--- src/rtl/m_2s_complement_seq.sv ---
// Sequential negate/abs/ones'-complement unit for the Booth datapath: operand is
// optionally inverted, then the +1 ripples through CHUNK-bit slices, one per cycle.
module m_2s_complement_seq #(
  parameter int BITLEN = 8,
  parameter int CHUNK  = 4
) (
  input  logic              clock,
  input  logic              reset,
  input  logic [BITLEN-1:0] in_tog,
  input  logic [1:0]        in_mode,
  input  logic              in_tog_valid_pulse,
  output logic              mod_busy,
  output logic [BITLEN-1:0] out_tog,
  output logic              out_ovf,
  output logic              out_tog_valid_pulse,
  output logic              out_drop_pulse
);

  localparam int NCH   = BITLEN / CHUNK;
  localparam int IDX_W = (NCH > 1) ? $clog2(NCH) : 1;

  localparam logic [1:0] MODE_PASS = 2'b00;
  localparam logic [1:0] MODE_NEG  = 2'b01;
  localparam logic [1:0] MODE_ABS  = 2'b10;
  localparam logic [1:0] MODE_ONES = 2'b11;

  localparam logic [IDX_W-1:0]  IDX_LAST = IDX_W'(NCH - 1);
  localparam logic [BITLEN-1:0] MOST_NEG = {1'b1, {(BITLEN-1){1'b0}}};

  typedef enum logic [1:0] {
    ST_WAIT = 2'b00,
    ST_LOAD = 2'b01,
    ST_ADD  = 2'b10,
    ST_FIN  = 2'b11
  } state_t;

  state_t state, state_nxt;

  logic signed [BITLEN-1:0] op_r, op_nxt;
  logic [1:0]               mode_r, mode_nxt;
  logic [BITLEN-1:0]        work_r, work_nxt;
  logic                     carry_r, carry_nxt;
  logic [IDX_W-1:0]         idx_r, idx_nxt;
  logic                     ovf_r, ovf_nxt;

  logic                     busy_nxt;
  logic [BITLEN-1:0]        out_tog_nxt;
  logic                     out_ovf_nxt;
  logic                     vld_nxt;
  logic                     drop_nxt;

  logic [CHUNK-1:0]         chunk_cur;
  logic [CHUNK:0]           chunk_sum;
  logic [BITLEN-1:0]        work_add;

  // Increment one slice; the MSB of the result is the slice carry-out.
  function automatic logic [CHUNK:0] chunk_inc(input logic [CHUNK-1:0] c,
                                               input logic cin);
    return {1'b0, c} + {{CHUNK{1'b0}}, cin};
  endfunction

  function automatic logic needs_invert(input logic [1:0] mode, input logic msb);
    return (mode == MODE_NEG) || (mode == MODE_ONES) || ((mode == MODE_ABS) && msb);
  endfunction

  function automatic logic needs_carry(input logic [1:0] mode, input logic msb);
    return (mode == MODE_NEG) || ((mode == MODE_ABS) && msb);
  endfunction

  // Only the most-negative value has no representable negation.
  function automatic logic is_ovf(input logic [1:0] mode, input logic [BITLEN-1:0] op);
    return ((mode == MODE_NEG) || (mode == MODE_ABS)) && (op == MOST_NEG);
  endfunction

  always_comb begin
    chunk_cur = '0;
    for (int i = 0; i < NCH; i++) begin
      if (idx_r == IDX_W'(i)) chunk_cur = work_r[i*CHUNK +: CHUNK];
    end
    chunk_sum = chunk_inc(chunk_cur, carry_r);
    work_add  = work_r;
    for (int i = 0; i < NCH; i++) begin
      if (idx_r == IDX_W'(i)) work_add[i*CHUNK +: CHUNK] = chunk_sum[CHUNK-1:0];
    end
  end

  always_comb begin
    state_nxt   = state;
    op_nxt      = op_r;
    mode_nxt    = mode_r;
    work_nxt    = work_r;
    carry_nxt   = carry_r;
    idx_nxt     = idx_r;
    ovf_nxt     = ovf_r;
    busy_nxt    = mod_busy;
    out_tog_nxt = out_tog;
    out_ovf_nxt = out_ovf;
    vld_nxt     = 1'b0;
    drop_nxt    = in_tog_valid_pulse && (state != ST_WAIT);

    case (state)
      ST_WAIT: begin
        if (in_tog_valid_pulse) begin
          op_nxt    = in_tog;
          mode_nxt  = in_mode;
          busy_nxt  = 1'b1;
          state_nxt = ST_LOAD;
        end
      end
      // Stage: conditional inversion and carry-in selection
      ST_LOAD: begin
        work_nxt  = needs_invert(mode_r, op_r[BITLEN-1]) ? ~op_r : op_r;
        carry_nxt = needs_carry(mode_r, op_r[BITLEN-1]);
        ovf_nxt   = is_ovf(mode_r, op_r);
        idx_nxt   = '0;
        state_nxt = ST_ADD;
      end
      // Stage: carry ripple, fixed NCH cycles; final carry-out is dropped
      ST_ADD: begin
        work_nxt  = work_add;
        carry_nxt = chunk_sum[CHUNK];
        if (idx_r == IDX_LAST) begin
          state_nxt = ST_FIN;
        end else begin
          idx_nxt = idx_r + 1'b1;
        end
      end
      // Stage: publish result
      ST_FIN: begin
        out_tog_nxt = work_r;
        out_ovf_nxt = ovf_r;
        vld_nxt     = 1'b1;
        busy_nxt    = 1'b0;
        state_nxt   = ST_WAIT;
      end
      default: state_nxt = ST_WAIT;
    endcase
  end

  always_ff @(posedge clock) begin
    if (reset) begin
      state               <= ST_WAIT;
      op_r                <= '0;
      mode_r              <= '0;
      work_r              <= '0;
      carry_r             <= 1'b0;
      idx_r               <= '0;
      ovf_r               <= 1'b0;
      mod_busy            <= 1'b0;
      out_tog             <= '0;
      out_ovf             <= 1'b0;
      out_tog_valid_pulse <= 1'b0;
      out_drop_pulse      <= 1'b0;
    end else begin
      state               <= state_nxt;
      op_r                <= op_nxt;
      mode_r              <= mode_nxt;
      work_r              <= work_nxt;
      carry_r             <= carry_nxt;
      idx_r               <= idx_nxt;
      ovf_r               <= ovf_nxt;
      mod_busy            <= busy_nxt;
      out_tog             <= out_tog_nxt;
      out_ovf             <= out_ovf_nxt;
      out_tog_valid_pulse <= vld_nxt;
      out_drop_pulse      <= drop_nxt;
    end
  end

endmodule

--- config.mk ---
export PLATFORM = sky130hd
export DESIGN_NAME = m_2s_complement_seq
export DESIGN_NICKNAME = d
export VERILOG_FILES = /design/src/rtl/m_2s_complement_seq.sv
export SDC_FILE = /design/constraint.sdc
export NUM_CORES = 1
export LEC_CHECK = 0
export CAP_MARGIN = 15
export CORE_MARGIN = 2
export CORE_UTILIZATION = 53
export CTS_CLUSTER_SIZE = 25
export DETAILED_ROUTE_END_ITERATION = 10
export HOLD_SLACK_MARGIN = 0.12
export PLACE_DENSITY = 0.87
export SYNTH_ARGS = -nofsm -noshare
export SYNTH_HDL_FRONTEND = slang
export SYNTH_SLANG_ARGS = --single-unit
--- constraint.sdc ---
create_clock -name clock -period 2 [get_ports clock]
set_input_delay 0.5 -clock clock [delete_from_list [all_inputs] [get_ports clock]]
set_output_delay 0.5 -clock clock [all_outputs]
set_load 0.02 [all_outputs]
==> run_results.csv <==
group,metric,value,unit
status,status,"finished, final reports clean",
flow_run,maxCapViolCount,0,
power,p_leak,0.735,nW
sta,finalSetupViolCount,0,
sta,slew_headroom,0.572,
placement,gp_congestion,0.822,
logic_synthesis,syn_avg_cell_area,9.09,µm²
global_route,grt_use_total,0.198,
logic_synthesis,synth_edf_count,0,
cells_and_area,drive_gt1_frac,0.0810,
logic_synthesis,syn_inst,183,
floorplan,ios,25,
cells_and_area,num_antenna_cells,0,
setup_path,cp_data_arrival_time,1320,ps
logic_synthesis,syn-cell-area,1660,µm²
sta,tns,0,ps
clocking,cts_tree,"done",
global_route,grt_pass1_vias,1220,
drt,wl_met2,1420,µm
min_path,hold_depth,2,
cells_and_area,layout.nets,231,
setup_path,required,1500,ps
logic_synthesis,synth_cell_type_count,38,
global_route,grt_pass1_wl,5390,µm
drt,vias,1306,
drt,dr.pass1.iters,4,
logic_synthesis,synth_top_area_share,0.421,
clocking,clockBufferDepth,2,
placement,io_buffers,24,
logic_synthesis,synth_top_flop_cell,"dfxtp_1",
floorplan,std_cell_rows,20,
drt,drtIter0Drc,68,
sta,holdWs,479,ps
setup_path,worst-path-buf-inv,1,
sta,hold_viol,0,
power,ir_drop,0.680,mV
floorplan,die_y,60.0,µm
sta,finClkSkew,6.41,ps
clocking,cts_resized,0,
drt,vias_per_cell,5.14,
floorplan,dieArea,3600,µm²
drt,wl_met1,1410,µm
clocking,cts-hold-fix-buffers,0,
setup_path,path_max_fanout,3,
sta,max_freq,549,MHz
logic_synthesis,synthArstFlopShare,0,
drt,detail-route-antenna-nets,0,
clocking,cts_max_level,2,
drt,routed-wl-met3,160,µm
setup_path,crit_path_end_kind,"primary output",
floorplan,initial_core_util,0.550,
sta,post-route-period-util,0.911,
setup_path,r2r.worst_path.cells,6,
logic_synthesis,syn_nets,205,
power,report.power.total,2.47,mW
clocking,clkLatencyLatePin,340,ps
logic_synthesis,synthTopCellsByArea,"dfxtp_1 (42%), mux2i_1 (7.8%), ha_1 (6.8%), nand2_1 (6.5%), nor2_1 (5.0%)",
logic_synthesis,yosysSeqAreaShare,0.421,
placement,placed_area,1940,µm²
sta,rsz0062_at_grt,"false",
min_path,hold_class,"register to register",
clocking,cts_root_buffer,"clkbuf_4",
drt,drc_errors,0,
cells_and_area,nFillCells,255,
clocking,clk_pin_slew,100,ps
floorplan,die_x,60.0,µm
global_route,grt_overflow,0,
drt,routedWlPerCell,11.9,µm
floorplan,core,3030,µm²
clocking,post_cts_buffers,0,
cells_and_area,final_cell_area,2010,µm²
placement,hpwl,2180,µm
sta,slew_viol_final,0,
global_route,antenna_found_initial,0,
setup_path,cp_cell_sequence,"clkdlybuf4s50_1",
sta,fin_ws,178,ps
drt,routed_wl,3030,µm
drt,top_layer_used,"met4",
global_route,grt_max_degree,36,
clocking,cts_buffers,5,
setup_path,cpLargestDelayFamily,"buffers and inverters",
logic_synthesis,ys_ff_latch,35,
setup_path,slowest_delay,610,ps
clocking,clock-sinks,35,
setup_path,crit_slowest_cell,"clkdlybuf4s50_1",
cells_and_area,area_delta_synth_final,20.9,%
setup_path,critPathLaunchType,"register",
sta,period_minus_slack,1820,ps
placement,dp_slack,202,ps
logic_synthesis,synth_largest_area_cell,"dfxtp_1",
sta,worstMarginPinSlew,642,ps
power,p_per_area,1230,nW/µm²
setup_path,path_class,"register to primary output",
logic_synthesis,ys.warnings.count,0,
setup_path,path_depth,1,
==> through the flow <==
step                std cells  utilization
floorplan                 183            -
global placement          246        0.642
detailed placement        246        0.642
CTS                       254        0.664
global route              254        0.664
finish                    254        0.664
==> power breakdown <==
group          switching, mW  internal, mW
Combinational          0.544         0.462
Clock                  0.236         0.207
Sequential             0.157         0.863
==> worst reg2reg max path, stage by stage (launching register included) <==
cell and delay, ps:
dfxtp_1 400, inv_1 80, ha_1 250, a211oi_4 450, xnor2_1 170, a21boi_1 80
a311oi_1 290
==> layout make-up <==
class | instances | area [µm²] | area share
Multi-Input combinational cell | 134 | 887 | 0.441
Sequential cell | 35 | 701 | 0.348
Timing Repair Buffer | 27 | 275 | 0.137
Clock buffer | 8 | 68.8 | 0.0342
Tap cell | 44 | 55.1 | 0.0274
Inverter | 6 | 25.0 | 0.0124
==> final timing paths <==
| path | from | slack [ps] | to |
|---|---|---|---|
| max | mod_busy | 180 | mod_busy |
| min | ovf_r | 480 | ovf_r |
| max reg2reg | mode_r[1] | 190 | work_r[3] |
| min reg2reg | ovf_r | 480 | ovf_r |
==> kinds of logic after synthesis <==
kind of cell / share of synthesized area
adders and majority gates: 0.0677
DFF: 0.421
buffers and inverters: 0.0459
muxes: 0.105
xor gates and xnor gates: 0.0368
and+or+nand+nor: 0.172
AOI/OAI and AO/OA: 0.151
==> layout by cell type, fill, tap and decap left out, types with 3 or more instances in the layout <==
cell              n
ha_1              9
nand2_1          29
a311oi_1          6
mux2i_1          13
xnor2_1           7
mux2_2            4
clkdlybuf4s50_1  24
dfxtp_1          35
inv_1             5
a21oi_1          16
a211oi_1          3
nor2_1           22
clkbuf_4          5
==> metal layers <==
layer / vias to the layer above / GRT usage
met3: 4 / 0.0563
met2: 35 / 0.314
li1: 688 / -
met4: 0 / 0.0794
met1: 579 / 0.253
met5: - / 0
==> synth_stat cells, drive strengths merged, types with 2 or more instances <==
cell,count
nand4,2
nand2,29
mux2i,13
inv,6
dfxtp,35
mux2,4
nand4b,2
a311oi,6
a21oi,17
a211oi,4
xnor2,7
ha,9
clkbuf,3
nand2b,2
buf,5
nor2,22
==> state kept, by name, summed over array words and instances (netlist names) <==
name,count
carry_r,1
idx_r,1
mod_busy,1
mode_r,2
op_r,8
out_drop_pulse,1
out_ovf,1
out_tog,8
out_tog_valid_pulse,1
ovf_r,1
state,2
work_r,8
(Power assumes the default switching activity.)
